**src/rtl/rr_mux_scheduler.sv**
```systemverilog
`default_nettype none
//------------------------------------------------------------------------------
// Module   : rr_mux_scheduler
// Purpose  : Round-robin arbiter over N valid/ready source channels feeding a
//            single-entry registered N:1 output stage with valid/ready
//            handshake. Grants rotate fairly from a priority pointer that
//            advances past each captured winner.
// Ports    : clk        - rising-edge clock
//            rst_n      - synchronous active-low reset
//            in_valid   - per-channel request (bit i = channel i)
//            in_data    - channel i data at [i*W+W-1 : i*W]
//            in_ready   - per-channel accept, at most one bit high
//            out_valid  - output register holds a word
//            out_data   - registered winning data
//            out_sel    - index of the channel that supplied out_data
//            out_grant  - one-hot of out_sel, zero while out_valid=0
//            out_ready  - downstream accepts the held word
// Revision : 1.0 - initial release
//------------------------------------------------------------------------------
module rr_mux_scheduler #(
   parameter int N    = 4,
   parameter int W    = 8,
   parameter int SELW = 2
) (
   input  logic            clk,
   input  logic            rst_n,
   input  logic [N-1:0]    in_valid,
   input  logic [N*W-1:0]  in_data,
   output logic [N-1:0]    in_ready,
   output logic            out_valid,
   output logic [W-1:0]    out_data,
   output logic [SELW-1:0] out_sel,
   output logic [N-1:0]    out_grant,
   input  logic            out_ready
);

   localparam logic [SELW-1:0] c_last_idx = SELW'(N - 1);

   typedef enum logic [0:0] {
      ST_EMPTY = 1'b0,
      ST_FULL  = 1'b1
   } state_t;

   state_t          r_state;
   logic [SELW-1:0] r_ptr;
   logic [W-1:0]    r_data;
   logic [SELW-1:0] r_sel;
   logic [N-1:0]    r_grant;

   logic [N-1:0]    w_masked;
   logic            w_found_hi;
   logic            w_found;
   logic [SELW-1:0] w_win;
   logic [N-1:0]    w_win_oh;
   logic [W-1:0]    w_win_data;
   logic            w_load;
   logic            w_capture;

   // Two-pass priority search: first the requests at or above the pointer,
   // and only if none exist, the requests below it. This is equivalent to a
   // search starting at ptr that wraps modulo N, without modulo arithmetic.
   always_comb begin
      w_masked   = '0;
      w_found_hi = 1'b0;
      w_found    = 1'b0;
      w_win      = '0;
      for (int i = 0; i < N; i++) begin
         w_masked[i] = in_valid[i] && (i >= int'(r_ptr));
      end
      // Descending loops leave the lowest qualifying index in w_win.
      for (int i = N - 1; i >= 0; i--) begin
         if (in_valid[i]) begin
            w_found = 1'b1;
            w_win   = SELW'(i);
         end
      end
      for (int i = N - 1; i >= 0; i--) begin
         if (w_masked[i]) begin
            w_found_hi = 1'b1;
            w_win      = SELW'(i);
         end
      end
      // w_found_hi implies w_found; kept for readability of the search.
      if (w_found_hi) begin
         w_found = 1'b1;
      end
   end

   always_comb begin
      w_win_oh   = '0;
      w_win_data = '0;
      for (int i = 0; i < N; i++) begin
         w_win_oh[i] = w_found && (w_win == SELW'(i));
         w_win_data  = w_win_data | (in_data[i*W +: W] & {W{w_win_oh[i]}});
      end
   end

   assign w_load    = (r_state == ST_EMPTY) || out_ready;
   assign w_capture = w_load && w_found;

   // Reset gating keeps sources from seeing an accept on a reset cycle.
   assign in_ready  = (rst_n && w_load) ? w_win_oh : '0;

   always_ff @(posedge clk) begin
      if (!rst_n) begin
         r_state <= ST_EMPTY;
         r_ptr   <= '0;
         r_data  <= '0;
         r_sel   <= '0;
         r_grant <= '0;
      end else begin
         case (r_state)
            ST_EMPTY: begin
               if (w_capture) begin
                  r_state <= ST_FULL;
               end
            end
            ST_FULL: begin
               if (out_ready && !w_found) begin
                  // Drained with nothing to replace it; data/sel keep last value.
                  r_state <= ST_EMPTY;
                  r_grant <= '0;
               end
            end
            default: begin
               r_state <= ST_EMPTY;
            end
         endcase

         if (w_capture) begin
            r_data  <= w_win_data;
            r_sel   <= w_win;
            r_grant <= w_win_oh;
            r_ptr   <= (w_win == c_last_idx) ? '0 : (w_win + 1'b1);
         end
      end
   end

   assign out_valid = (r_state == ST_FULL);
   assign out_data  = r_data;
   assign out_sel   = r_sel;
   assign out_grant = r_grant;

endmodule
`default_nettype wire

```
**config.mk**
```make
export PLATFORM = sky130hd
export DESIGN_NAME = rr_mux_scheduler
export DESIGN_NICKNAME = d
export VERILOG_FILES = /design/src/rtl/rr_mux_scheduler.sv
export SDC_FILE = /design/constraint.sdc
export NUM_CORES = 1
export LEC_CHECK = 0
export CORE_ASPECT_RATIO = 1.75
export CORE_MARGIN = 2
export CORE_UTILIZATION = 37
export DETAILED_ROUTE_END_ITERATION = 8
export PLACE_DENSITY = 0.87
export SYNTH_ARGS = -nofsm -noshare
export SYNTH_HDL_FRONTEND = slang
export SYNTH_SLANG_ARGS = --single-unit
```
**constraint.sdc**
```tcl
create_clock -name clk -period 3 [get_ports clk]
set_clock_uncertainty 0.05 [all_clocks]
set_input_delay 0.45 -clock clk [delete_from_list [all_inputs] [get_ports clk]]
set_output_delay 0.45 -clock clk [all_outputs]
set_load 0.03 [all_outputs]
```
* Word level (Yosys, flattened, before mapping)
Cells that the tools add are included.
** Storage, ports and cells
- Output and inout bits :: 19
- Bits of input ports :: 39
- Register bits :: 17
- Logic and storage cells :: 59
** Cells by class
- Bitwise operators :: 8
- Equality and inequality tests :: 3
- Reductions and logical operators :: 16
- Add/sub/neg operators :: 1
- Multiplexer cells :: 23
- $lt $le $gt $ge :: 3
** Operator list (number)
- $and 8x8->8 :: 4
- $or 8x8->8 :: 3
- $mux 2 :: 8
- $mux 4 :: 4
- $logic_and 1x1->1 :: 10
- $mux 1 :: 10
- $eq 2x2->1 const B :: 2
- $ge 1x2->1 const A :: 2
- $reduce_bool 2->1 :: 2
- $add 2x1->2 const B :: 1
- $eq 2x1->1 const B :: 1
- $ge 2x2->1 const A :: 1
- $logic_not 2->1 :: 1
- $pmux 1 s2 :: 1
- $reduce_and 2->1 :: 1
- $logic_not 1->1 :: 1
- $logic_or 1x1->1 :: 1
- $not 1->1 :: 1

* Depth between registers and ports, before layout
Gate-level depths: netlist of the first run.
- Depth after elaboration :: 13
- Gate-level depth with buffers :: 9
- Gate-level depth less buffers :: 8

* Least setup slack after synthesis of the first run
Ideal clock, no wire load.
- Path kind :: input -> output
- From :: in in_valid[2]
- To :: out in_ready[3]
- Data required time :: 2500 ps
- Slack :: 540 ps
- Path buffers :: 1
- Data arrival time :: 1960 ps
- Stages on the path :: 6
- Path through :: inv_1 -> o22ai_1 -> a211oi_1 -> ha_1 -> buf_1 -> and3_4
** Between the ends
- Elaborated cells between the ends (all ways) :: 18
- Classes of those cells :: eq/ne (1); mux (15); reduce/logical (2)
** RTL lines
- start: declaration :: RTL line 27 : input logic [N-1:0] in_valid,
- $logic_and 1x1->1 :: RTL line 68 : w_masked[i] = in_valid[i] && (i >= int'(r_ptr));
- $mux 2 (3 in series) :: RTL line 78 : if (w_masked[i]) begin
- via w_win[0] :: RTL line 53 : logic [SELW-1:0] w_win;
- $eq 2x2->1 :: RTL line 93 : w_win_oh[i] = w_found && (w_win == SELW'(i));
- $logic_and 1x1->1 :: RTL line 93
- $mux 4 :: RTL line 102 : assign in_ready = (rst_n && w_load) ? w_win_oh : '0;
- end: declaration :: RTL line 29 : output logic [N-1:0] in_ready,
The timed path passes the listed nets, and every way through them passes these cells.

* Worst setup path in the final report of the first run
- From :: in in_valid[0]
- To :: out in_ready[2]
** Between the ends
- Word-level cells in the longest chain between the ends :: 8
- Elaborated cells between the ends (all ways) :: 12
- Classes of those cells :: eq/ne (1); mux (9); reduce/logical (2)
** Ends and longest elaborated chain
- $mux 2 :: RTL line 72 : if (in_valid[i]) begin
- $mux 2 (3 in series) :: RTL line 78
- $mux 2 (*) :: RTL line 78
- via w_win[1] :: RTL line 53
- $eq 2x2->1 (*) :: RTL line 93
- $logic_and 1x1->1 (*) :: RTL line 93
- $mux 4 (*) :: RTL line 102
The timed path passes the listed nets; every way through them passes the cells marked *.

==> results of run 1 <==
==> per-stage QoR <==
step                      total power [mW]  cell area (um^2)
after floorplan                      0.476               981
after global placement               0.612              1560
after detailed placement             0.624              1560
after CTS                            0.794              1610
after global routing                 0.833              1610
final                                0.789              1610
==> final cells by class <==
class	instances	area [um^2]	area share, %
Clock buffer	3	41.3	2.57
Clock inverter	1	5.00	0.312
Inverter	5	18.8	1.17
Multi-Input combinational cell	73	568	35.4
Sequential cell	17	340	21.2
Tap cell	26	32.5	2.03
Timing Repair Buffer	62	599	37.3
==> kinds of logic (layout without fill, tap and decap cells) <==
group	Yosys count	after routing	synth area share (%)
simple gates	20	20	14.3
fa+ha+maj	4	4	5.10
compound gates	49	49	38.5
flops	17	17	34.7
buf+inv	14	71	7.40
==> worst paths after layout <==
path                     start            to  cells past startpoint
hold / removal    out_grant[3]  out_grant[3]                      1
hold reg to reg   out_grant[3]  out_grant[3]                      1
setup / recovery   in_valid[0]   in_ready[2]                      8
setup reg to reg      r_ptr[0]   out_data[5]                      8
==> cell usage in the layout, fill, tap and decap left out, drive strengths merged, types with 2 or more instances in the layout <==
| cell type | count |
|---|---|
| o22ai | 2 |
| o21ai | 11 |
| ha | 4 |
| a22oi | 8 |
| buf | 8 |
| a21oi | 11 |
| clkdlybuf4s50 | 53 |
| inv | 5 |
| clkbuf | 3 |
| nand2 | 4 |
| a31o | 5 |
| nand2b | 3 |
| dfxtp | 17 |
| a221oi | 8 |
| and2 | 4 |
| and3 | 5 |
==> sequential cells by signal, summed over array words and instances (netlist names) <==
register / cells
out_grant: 4
out_valid: 1
out_data: 8
r_ptr: 2
out_sel: 2
==> layer usage <==
layer | wire length [um] | GRT usage, % | up-vias
li1 | - | - | 509
met1 | 1050 | 19.8 | 504
met5 | 0 | 0 | -
met4 | 76 | 10.8 | 0
met2 | 1850 | 40.9 | 41
met3 | 128 | 4.48 | 8
==> power breakdown <==
group	leakage [nW]	switching, mW	internal, mW
registers	0.141	0.0190	0.256
clock network	0.0255	0.0778	0.0923
logic	0.477	0.179	0.165
==> critical path: cells and delay by family <==
family          cells  cell delay [ns]
simple gates        3             0.43
fa+ha+maj           1             0.21
buf+inv             3             0.98
compound gates      1             0.21
==> flow_summary.yaml, run 1 <==
status:
  run_status: "finished, final reports clean"
detailed_routing:
  detail_route.first_pass.iterations: 4
  routed_wire_length_per_instance_um: 16.6
  via_count: 1062
  totalWireLength_um: 3110
  drt-vias-per-instance: 5.68
  antenna_left: 0
  dr.first_iter.drc_count: 24
  drt_drc_violations_left: 0
placement:
  port_buffers: 57
  place_inst: 183
  place_hpwl_um: 2440
  gp_routability_congestion: 0.797
  dp_slack_ns: -0.00585
timing:
  achievable-frequency_mhz: 361
  worst_slew_pin_slew_ns: 0.573
  grt_setup_unrepaired: "false"
  final_hold_viol_count: 0
  hold_slack_ns: 0.444
  totalNegativeSetupSlack_ns: 0
  timing.slew.headroom_pct: 61.7
  final_critical_path_setup_slack_ns: 0.230
  period_minus_slack_ns: 2.77
  timing.final.crit_share_pct: 92.3
  setup_viol: 0
  final_max_slew_viol_count: 0
global_routing:
  grt_remaining_overflow: 0
  number_of_antenna_violations_at_the_first_check_in_global_routing: 0
  gr-usage-all-layers_pct: 21.2
  largest_net_degree_at_the_start_of_global_routing: 23
  first_pass_grt_wire_length_um: 4870
  first_global_vias: 1096
synth:
  synth.area.top_cells: "dfxtp_1 35%, a221oi_2 12%, a22oi_1 6.1%, a21oi_1 5.6%, ha_1 5.1%"
  synth_ff_type: "dfxtp_1"
  yosysSeqAreaShare_pct: 34.7
  yosysWarningCount: 0
  syn_area_um2: 981
  netlist.area_leader.share_pct: 34.7
  async_flop_share_pct: 0
  synthTopCellsByCount: "17 x dfxtp_1, 11 x a21oi_1, 10 x o21ai_0"
  synth_top_cell_by_area: "dfxtp_1"
  synth.ff_latch_count: 17
  post_synth_inst_count: 104
  netlist-cell-type-count: 30
  synth_area_per_cell_um2: 9.43
  postSynthNetCount: 147
  edff_count_synth: 0
  synth_most_common_cell: "dfxtp_1"
floorplanning:
  placementRows: 24
  core_region_um2: 2490
  initial_core_util_pct: 39.4
  design.die.area_um2: 3100
  die_x_um: 42.9
  floorplan.die.height_um: 72.1
  io_pins: 58
setup_path:
  timing.critical_path.slowest_cell_delay_ns: 0.53
  worst-path-max-fanout: 4
  start_kind: "primary input"
  path_class: "in2out"
  regToRegSetupSlack_ns: 0.93
  critical_path_arrival_ns: 2.27
  critical_path.slowest_cell: "clkdlybuf4s50_1"
  cp.required_ns: 2.50
  setup.worst_path.end_class: "output pin"
  crit_path_cell_trace: "clkdlybuf4s50_1 -> nand2b_1 -> and2b_1 -> o22ai_1 -> inv_1 -> ha_1 -> and3_4 -> dlygate4sd2_1"
final_layout:
  finish.cell_count_without_fillers: 187
  fin_nets: 205
  final_core_util_pct: 64.4
  synthToLayoutAreaGrowth_pct: 63.6
  drive_gt1_share_pct: 16.8
  antennaDiodeCount: 0
  number_of_fillers_in_the_final_layout: 213
worst_hold_path:
  hp-class: "reg2reg"
pwr:
  power_leakage_nw: 0.643
  power-per-cell-area_nw_per_um2: 491
  vdd_drop_max_uv: 388
clock_network:
  clock_sink_count: 17
  numCtsBuffers: 3
  postCtsSetupBuffers: 0
  cts_tree: "yes"
  clock_slew_at_reported_path_ffs_ns: 0.06
  postCtsResizedCells: 1
  clk_latency_ns: 0.26
  number_of_h_tree_levels: 1
  cts-root-to-sink-buffers: 2
  clock_tree.root_cell: "clkbuf_8"
  ctsHoldBuffers: 0
job:
  maxCapViolCount: 0
No activity file was read; power rests on OpenSTA's default activity.
==> inputs of run 2 (changes only) <==
--- a/config.mk
+++ b/config.mk
@@ -9,6 +9,7 @@
 export CORE_MARGIN = 2
 export CORE_UTILIZATION = 37
 export DETAILED_ROUTE_END_ITERATION = 8
+export GPL_ROUTABILITY_DRIVEN = 0
 export PLACE_DENSITY = 0.87
 export SYNTH_ARGS = -nofsm -noshare
 export SYNTH_HDL_FRONTEND = slang
==> results of run 2 <==
The final DEF is identical to that of run 1; final timing and power are the same.
